$ cat config.mk
export PLATFORM = sky130hd
export DESIGN_NAME = multicycle_control_flat
export DESIGN_NICKNAME = d
export VERILOG_FILES = /design/src/rtl/multicycle_control_pkg.sv /design/src/rtl/multicycle_control_if.sv /design/src/rtl/multicycle_control_output_decoder.sv /design/src/rtl/multicycle_control.sv /design/src/flat_wrapper.sv
export SDC_FILE = /design/constraint.sdc
export NUM_CORES = 1
export LEC_CHECK = 0
export ABC_AREA = 0
export ABC_CLOCK_PERIOD_IN_PS = 4059
export BUFFER_PORTS_ARGS = -buffer_cell sky130_fd_sc_hd__buf_4
export CORE_UTILIZATION = 25
export DETAILED_ROUTE_END_ITERATION = 12
export SETUP_SLACK_MARGIN = 0.05
export SLEW_MARGIN = 40
export SYNTH_ARGS = -nofsm -noshare
export SYNTH_HDL_FRONTEND = slang
export SYNTH_SLANG_ARGS = --single-unit
$ cat constraint.sdc
create_clock -name clk -period 4.06 [get_ports clk]
set_clock_uncertainty 0.15 [all_clocks]
set_input_delay 0.406 -clock clk [delete_from_list [all_inputs] [get_ports clk]]
set_output_delay 0.406 -clock clk [all_outputs]
set_load 0.02 [all_outputs]
$ cat src/rtl/multicycle_control_pkg.sv
// Shared MIPS definitions: opcodes, ALU operation codes, mux selects,
// controller state encodings and the packed control word.
package multicycle_control_pkg;

   localparam logic [5:0] OP_RTYPE = 6'b000000;
   localparam logic [5:0] OP_ADDI  = 6'b001000;
   localparam logic [5:0] OP_ORI   = 6'b001101;
   localparam logic [5:0] OP_LW    = 6'b100011;
   localparam logic [5:0] OP_SW    = 6'b101011;
   localparam logic [5:0] OP_BEQ   = 6'b000100;
   localparam logic [5:0] OP_BNE   = 6'b000101;
   localparam logic [5:0] OP_J     = 6'b000010;

   localparam logic [2:0] ALUOP_RTYPE = 3'b111;
   localparam logic [2:0] ALUOP_ADD   = 3'b110;
   localparam logic [2:0] ALUOP_OR    = 3'b101;
   localparam logic [2:0] ALUOP_SUB   = 3'b100;
   localparam logic [2:0] ALUOP_IDLE  = 3'b000;

   localparam logic [1:0] SRCB_RT      = 2'b00;
   localparam logic [1:0] SRCB_FOUR    = 2'b01;
   localparam logic [1:0] SRCB_IMM     = 2'b10;
   localparam logic [1:0] SRCB_IMM_SH2 = 2'b11;

   localparam logic [1:0] PCSRC_ALU    = 2'b00;
   localparam logic [1:0] PCSRC_ALUOUT = 2'b01;
   localparam logic [1:0] PCSRC_JUMP   = 2'b10;

   // The branch state is split by flavour so that the condition enable is
   // a pure function of state rather than of the opcode held in IR.
   // Encodings 14 and 15 are unused and recover to FETCH.
   typedef enum logic [3:0] {
      S_FETCH     = 4'd0,
      S_DECODE    = 4'd1,
      S_MEM_ADDR  = 4'd2,
      S_MEM_READ  = 4'd3,
      S_MEM_WB    = 4'd4,
      S_MEM_WRITE = 4'd5,
      S_R_EXEC    = 4'd6,
      S_R_WB      = 4'd7,
      S_ADDI_EXEC = 4'd8,
      S_ORI_EXEC  = 4'd9,
      S_I_WB      = 4'd10,
      S_BRANCH_EQ = 4'd11,
      S_BRANCH_NE = 4'd12,
      S_JUMP      = 4'd13
   } state_t;

   typedef struct packed {
      logic       pc_write;
      logic       pc_write_cond_eq;
      logic       pc_write_cond_ne;
      logic       i_or_d;
      logic       mem_read;
      logic       mem_write;
      logic       ir_write;
      logic       mem_to_reg;
      logic       reg_dst;
      logic       reg_write;
      logic       alu_src_a;
      logic [1:0] alu_src_b;
      logic [1:0] pc_source;
      logic [2:0] alu_op;
      logic       retire;
      logic       illegal;
   } ctrl_t;

   // True for every opcode this controller knows how to sequence.
   function automatic logic opcode_legal(input logic [5:0] op);
      case (op)
         OP_RTYPE, OP_ADDI, OP_ORI, OP_LW, OP_SW,
         OP_BEQ, OP_BNE, OP_J: opcode_legal = 1'b1;
         default:              opcode_legal = 1'b0;
      endcase
   endfunction

endpackage

$ cat src/rtl/multicycle_control_if.sv
// Bundle between the multicycle controller and the MIPS datapath.
interface multicycle_control_if;
   import multicycle_control_pkg::*;

   logic [5:0] Opcode;
   logic       MemReady;
   logic       PCWrite;
   logic       PCWriteCondEQ;
   logic       PCWriteCondNE;
   logic       IorD;
   logic       MemRead;
   logic       MemWrite;
   logic       IRWrite;
   logic       MemtoReg;
   logic       RegDst;
   logic       RegWrite;
   logic       ALUSrcA;
   logic [1:0] ALUSrcB;
   logic [1:0] PCSource;
   logic [2:0] ALUOp;
   logic       Retire;
   logic       Illegal;

   modport master (
      input  Opcode, MemReady,
      output PCWrite, PCWriteCondEQ, PCWriteCondNE, IorD, MemRead, MemWrite,
             IRWrite, MemtoReg, RegDst, RegWrite, ALUSrcA, ALUSrcB, PCSource,
             ALUOp, Retire, Illegal
   );

   modport slave (
      output Opcode, MemReady,
      input  PCWrite, PCWriteCondEQ, PCWriteCondNE, IorD, MemRead, MemWrite,
             IRWrite, MemtoReg, RegDst, RegWrite, ALUSrcA, ALUSrcB, PCSource,
             ALUOp, Retire, Illegal
   );
endinterface

$ cat src/rtl/multicycle_control_output_decoder.sv
// Pure combinational map from controller state to the datapath control word.
// MemReady only gates the enables that complete a memory access.
module control_output_decoder
   import multicycle_control_pkg::*;
(
   input  state_t state,
   input  logic   mem_ready,
   input  logic   legal,
   output ctrl_t  ctrl
);

   // Everything defaults to idle; each state raises only what it needs, and
   // unused encodings fall through with every enable low.
   always_comb begin
      ctrl = '0;
      case (state)
         S_FETCH: begin
            ctrl.mem_read  = 1'b1;
            ctrl.alu_src_b = SRCB_FOUR;
            ctrl.alu_op    = ALUOP_ADD;
            ctrl.pc_source = PCSRC_ALU;
            ctrl.ir_write  = mem_ready;
            ctrl.pc_write  = mem_ready;
         end
         S_DECODE: begin
            ctrl.alu_src_b = SRCB_IMM_SH2;
            ctrl.alu_op    = ALUOP_ADD;
            ctrl.illegal   = ~legal;
         end
         S_MEM_ADDR: begin
            ctrl.alu_src_a = 1'b1;
            ctrl.alu_src_b = SRCB_IMM;
            ctrl.alu_op    = ALUOP_ADD;
         end
         S_MEM_READ: begin
            ctrl.mem_read = 1'b1;
            ctrl.i_or_d   = 1'b1;
         end
         S_MEM_WB: begin
            ctrl.reg_write  = 1'b1;
            ctrl.mem_to_reg = 1'b1;
            ctrl.retire     = 1'b1;
         end
         S_MEM_WRITE: begin
            ctrl.mem_write = 1'b1;
            ctrl.i_or_d    = 1'b1;
            ctrl.retire    = mem_ready;
         end
         S_R_EXEC: begin
            ctrl.alu_src_a = 1'b1;
            ctrl.alu_src_b = SRCB_RT;
            ctrl.alu_op    = ALUOP_RTYPE;
         end
         S_R_WB: begin
            ctrl.reg_write = 1'b1;
            ctrl.reg_dst   = 1'b1;
            ctrl.retire    = 1'b1;
         end
         S_ADDI_EXEC: begin
            ctrl.alu_src_a = 1'b1;
            ctrl.alu_src_b = SRCB_IMM;
            ctrl.alu_op    = ALUOP_ADD;
         end
         S_ORI_EXEC: begin
            ctrl.alu_src_a = 1'b1;
            ctrl.alu_src_b = SRCB_IMM;
            ctrl.alu_op    = ALUOP_OR;
         end
         S_I_WB: begin
            ctrl.reg_write = 1'b1;
            ctrl.retire    = 1'b1;
         end
         S_BRANCH_EQ: begin
            ctrl.alu_src_a        = 1'b1;
            ctrl.alu_src_b        = SRCB_RT;
            ctrl.alu_op           = ALUOP_SUB;
            ctrl.pc_source        = PCSRC_ALUOUT;
            ctrl.pc_write_cond_eq = 1'b1;
            ctrl.retire           = 1'b1;
         end
         S_BRANCH_NE: begin
            ctrl.alu_src_a        = 1'b1;
            ctrl.alu_src_b        = SRCB_RT;
            ctrl.alu_op           = ALUOP_SUB;
            ctrl.pc_source        = PCSRC_ALUOUT;
            ctrl.pc_write_cond_ne = 1'b1;
            ctrl.retire           = 1'b1;
         end
         S_JUMP: begin
            ctrl.pc_write  = 1'b1;
            ctrl.pc_source = PCSRC_JUMP;
            ctrl.retire    = 1'b1;
         end
         default: ctrl = '0;
      endcase
   end

endmodule

$ cat src/rtl/multicycle_control.sv
// Multicycle MIPS controller: Moore FSM sequencing fetch, decode, execute,
// memory and writeback, with a memory handshake that stretches accesses.
module multicycle_control
   import multicycle_control_pkg::*;
(
   input  logic                   clk,
   input  logic                   reset,
   multicycle_control_if.master   bus
);

   state_t state;
   state_t next_state;
   ctrl_t  ctrl;

   control_output_decoder u_decoder (
      .state     (state),
      .mem_ready (bus.MemReady),
      .legal     (opcode_legal(bus.Opcode)),
      .ctrl      (ctrl)
   );

   // State register; reset drops any in-flight instruction back to FETCH.
   always_ff @(posedge clk) begin
      if (reset) state <= S_FETCH;
      else       state <= next_state;
   end

   // Next-state selection; opcode is consulted only once IR holds it.
   always_comb begin
      next_state = S_FETCH;
      case (state)
         S_FETCH:     next_state = bus.MemReady ? S_DECODE : S_FETCH;
         S_DECODE: begin
            case (bus.Opcode)
               OP_RTYPE:     next_state = S_R_EXEC;
               OP_ADDI:      next_state = S_ADDI_EXEC;
               OP_ORI:       next_state = S_ORI_EXEC;
               OP_LW, OP_SW: next_state = S_MEM_ADDR;
               OP_BEQ:       next_state = S_BRANCH_EQ;
               OP_BNE:       next_state = S_BRANCH_NE;
               OP_J:         next_state = S_JUMP;
               default:      next_state = S_FETCH;
            endcase
         end
         S_MEM_ADDR:  next_state = (bus.Opcode == OP_LW) ? S_MEM_READ : S_MEM_WRITE;
         S_MEM_READ:  next_state = bus.MemReady ? S_MEM_WB : S_MEM_READ;
         S_MEM_WRITE: next_state = bus.MemReady ? S_FETCH : S_MEM_WRITE;
         S_R_EXEC:    next_state = S_R_WB;
         S_ADDI_EXEC: next_state = S_I_WB;
         S_ORI_EXEC:  next_state = S_I_WB;
         default:     next_state = S_FETCH;
      endcase
   end

   // Drive the datapath; while reset is high every control is forced idle
   // so an abandoned access or write never leaks out.
   always_comb begin
      bus.PCWrite       = ~reset & ctrl.pc_write;
      bus.PCWriteCondEQ = ~reset & ctrl.pc_write_cond_eq;
      bus.PCWriteCondNE = ~reset & ctrl.pc_write_cond_ne;
      bus.IorD          = ~reset & ctrl.i_or_d;
      bus.MemRead       = ~reset & ctrl.mem_read;
      bus.MemWrite      = ~reset & ctrl.mem_write;
      bus.IRWrite       = ~reset & ctrl.ir_write;
      bus.MemtoReg      = ~reset & ctrl.mem_to_reg;
      bus.RegDst        = ~reset & ctrl.reg_dst;
      bus.RegWrite      = ~reset & ctrl.reg_write;
      bus.ALUSrcA       = ~reset & ctrl.alu_src_a;
      bus.ALUSrcB       = reset ? SRCB_RT    : ctrl.alu_src_b;
      bus.PCSource      = reset ? PCSRC_ALU  : ctrl.pc_source;
      bus.ALUOp         = reset ? ALUOP_IDLE : ctrl.alu_op;
      bus.Retire        = ~reset & ctrl.retire;
      bus.Illegal       = ~reset & ctrl.illegal;
   end

endmodule

$ cat src/flat_wrapper.sv
// flat-port wrapper written by rule: the top's interface ports become plain ports
module multicycle_control_flat import multicycle_control_pkg::*;
  (clk, reset, bus_Opcode, bus_MemReady, bus_PCWrite, bus_PCWriteCondEQ, bus_PCWriteCondNE, bus_IorD, bus_MemRead, bus_MemWrite, bus_IRWrite, bus_MemtoReg, bus_RegDst, bus_RegWrite, bus_ALUSrcA, bus_ALUSrcB, bus_PCSource, bus_ALUOp, bus_Retire, bus_Illegal);
  multicycle_control_if bus_i ();
  input  logic clk;
  input  logic reset;
  input wire logic [$bits(bus_i.Opcode)-1:0] bus_Opcode;
  input wire logic [$bits(bus_i.MemReady)-1:0] bus_MemReady;
  output wire logic [$bits(bus_i.PCWrite)-1:0] bus_PCWrite;
  output wire logic [$bits(bus_i.PCWriteCondEQ)-1:0] bus_PCWriteCondEQ;
  output wire logic [$bits(bus_i.PCWriteCondNE)-1:0] bus_PCWriteCondNE;
  output wire logic [$bits(bus_i.IorD)-1:0] bus_IorD;
  output wire logic [$bits(bus_i.MemRead)-1:0] bus_MemRead;
  output wire logic [$bits(bus_i.MemWrite)-1:0] bus_MemWrite;
  output wire logic [$bits(bus_i.IRWrite)-1:0] bus_IRWrite;
  output wire logic [$bits(bus_i.MemtoReg)-1:0] bus_MemtoReg;
  output wire logic [$bits(bus_i.RegDst)-1:0] bus_RegDst;
  output wire logic [$bits(bus_i.RegWrite)-1:0] bus_RegWrite;
  output wire logic [$bits(bus_i.ALUSrcA)-1:0] bus_ALUSrcA;
  output wire logic [$bits(bus_i.ALUSrcB)-1:0] bus_ALUSrcB;
  output wire logic [$bits(bus_i.PCSource)-1:0] bus_PCSource;
  output wire logic [$bits(bus_i.ALUOp)-1:0] bus_ALUOp;
  output wire logic [$bits(bus_i.Retire)-1:0] bus_Retire;
  output wire logic [$bits(bus_i.Illegal)-1:0] bus_Illegal;
  assign bus_i.Opcode = bus_Opcode;
  assign bus_i.MemReady = bus_MemReady;
  assign bus_PCWrite = bus_i.PCWrite;
  assign bus_PCWriteCondEQ = bus_i.PCWriteCondEQ;
  assign bus_PCWriteCondNE = bus_i.PCWriteCondNE;
  assign bus_IorD = bus_i.IorD;
  assign bus_MemRead = bus_i.MemRead;
  assign bus_MemWrite = bus_i.MemWrite;
  assign bus_IRWrite = bus_i.IRWrite;
  assign bus_MemtoReg = bus_i.MemtoReg;
  assign bus_RegDst = bus_i.RegDst;
  assign bus_RegWrite = bus_i.RegWrite;
  assign bus_ALUSrcA = bus_i.ALUSrcA;
  assign bus_ALUSrcB = bus_i.ALUSrcB;
  assign bus_PCSource = bus_i.PCSource;
  assign bus_ALUOp = bus_i.ALUOp;
  assign bus_Retire = bus_i.Retire;
  assign bus_Illegal = bus_i.Illegal;
  multicycle_control u_core (.clk(clk), .reset(reset), .bus(bus_i));
endmodule
==> metrics <==
status complete, but fails checks; failing checks DRC; dominant synthesized flop cell dfxtp_1; clock transition at the registers of the reported paths 0.04 ns; Worst Tran Pin Value 0.689 ns; Final setup viols 0; Yosys warning count 0; first-pass GRT wire length 3510 um; non-filler cells, final 162; Mean Syn Cell Area 6.73 um^2; Ports 29; Async SR Flop Fraction 0%; Tot GR Track Use 13.6%; RSZ-0062 raised after global routing no; Distinct cells, synth 43; layout cells sized above 1 27.5%; Hold WC Path Type input pin to flip-flop; Die Y 57.2 um; Inserted Diodes 0; Slowest-stage cell, CP dfxtp_1; Crit. End Element primary output; area occupied by multi-input gates 606 um^2; die area 0.00327 mm^2; CTS max path bufs 2; initial antenna violation count 0; pin count of the biggest net entering global routing 25; placed cells 159; VDD IR max 71.5 uV; # fillers 311; port buffer count 28; DR vias 870; DR vias/cell 5.37; H-tree depth 1; final hold violations 0; Mapped Cells 113; Area growth syn-to-layout 26.5%; delay of the slowest critical-path stage 0.73 ns; critical path class flip-flop to primary output; register area share after synthesis 10.5%; final period utilization 62.0%; die width 57.2 um; commonest non-fill, non-tap cell in the layout buf_4; Critical Path Source Type flip-flop; Critical Path AT 1.96 ns; DR DRC count 4; pwr dens 168 mW/mm^2; max reg flops 4; Starting Density 26.9%; post-cts repair resize count 0; WL final 2080 um; Final Max Tran Viols 0; leakage power 0.367 nW; Seq. cell area 81.3 um^2; average wire per standard cell 12.8 um; most frequent cells in the layout 28 x buf_4, 16 x nor2_1, 12 x a21oi_1; Worst Path Required 3.50 ns; fmax 0.397 GHz; site row count 19; clock sink count 4; DPL Wire Length 1580 um; insertion delay to the later sink of the worst-skew pair 0.23 ns; Synth Register Bits 4; first drt pass iteration count 8; largest registers u_core.state x4; Synth area leader dfxtp_1; Post-synth EDFFs 0; Post-Syn Area 761 um^2; worst path cell trace nor2_1 > a21o_1 > a2111oi_0 > buf_4; post-route ant nets 0; CTS tree done; Area contributors post-synth dfxtp_1 11%, a21oi_1 7.9%, nor2_1 7.9%; syn_nets 122; CP max FO 20; vias in the first global route 748; crit path time final 2.52 ns; Final #Nets 142; overall power 0.000161 W; register name with the most flops u_core.state; root buffer cell clkbuf_4; initial drt markers 32; GP Congestion 0.757; max-cap viol count 0; Post-CTS Hold Buffers 0; Overflow after GRT 0; postcts setup bufs 0; Slew HR 54.0%; setup TNS 0 ns; core area 0.00283 mm^2; post-synth top area share 10.5%; number of buffers created by CTS 3
## synthesized netlist by cell type (2+ instances only)
master and instances:
nor2_1 16, a21oi_1 12, buf_2 9, nor3_1 9, nor2b_1 6, dfxtp_1 4
nand2_1 4, nand2b_1 4, nor4_1 3, xnor2_1 3, a211oi_1 2, a22oi_1 2
and3_1 2, clkbuf_1 2, nand2b_4 2, nor3b_1 2, o211ai_1 2, o21ai_1 2
o22a_1 2, xor2_1 2
## worst paths after layout
path / cells after the start / to / slack (ns) / from
worst max-delay path: 4 / bus_Retire / 1.54 / u_core.state[0]
worst min-delay path: 3 / u_core.state[2] / 0.39 / bus_Opcode[3]
worst max register to register: 4 / u_core.state[0] / 2.20 / u_core.state[0]
worst min register to register: 2 / u_core.state[1] / 0.64 / u_core.state[3]
## per-stage QoR
step	utilization (%)	setup slack, ns	hold slack (ns)	cell area, um^2
after floorplan	-	1.64	0.464	761
after global placement	33.2	1.79	0.619	938
after detailed placement	33.2	1.80	0.626	938
after CTS	34.0	1.55	0.379	961
after global routing	34.0	1.30	0.388	962
final	34.0	1.54	0.388	962
## per-layer routing
| metal | GRT usage [%] | up-vias | part of all wire, % |
|---|---|---|---|
| li1 | - | 448 | - |
| met3 | 2.95 | 0 | 7.5 |
| met2 | 21.8 | 34 | 45 |
| met5 | 0 | - | 0 |
| met4 | 4.18 | 0 | 0 |
| met1 | 18.3 | 388 | 48 |
## final cells by class
type,instances,area share [%]
multi-input cells,95,62.9
repair buffers,28,21.8
flip-flops and latches,4,8.45
well taps,31,4.03
clock buffers,3,2.34
inverters,1,0.390
## worst max-delay path, delay by kind of cell (launching register included)
kind,cells,cell delay [ns]
AND/OR/NAND/NOR,1,0.16
flip-flops,1,0.73
buffers and inverters,1,0.22
AO/OA/AOI/OAI,2,0.61
## where the power goes
| part | internal, W | total, W | switching, W | leakage (nW) |
|---|---|---|---|---|
| clock | 0.0000330 | 0.0000477 | 0.0000147 | 0.0138 |
| sequential | 0.0000409 | 0.0000482 | 0.00000728 | 0.0330 |
| combinational | 0.0000303 | 0.0000655 | 0.0000351 | 0.320 |
## cell families after synthesis
| group | after synthesis | synth area share (%) |
|---|---|---|
| buf+inv | 14 | 9.87 |
| flops | 4 | 10.5 |
| xor+xnor | 5 | 5.76 |
| fa+ha+maj | 1 | 1.48 |
| compound gates | 33 | 29.3 |
| simple gates | 56 | 43.1 |
(Power assumes the default switching activity.)
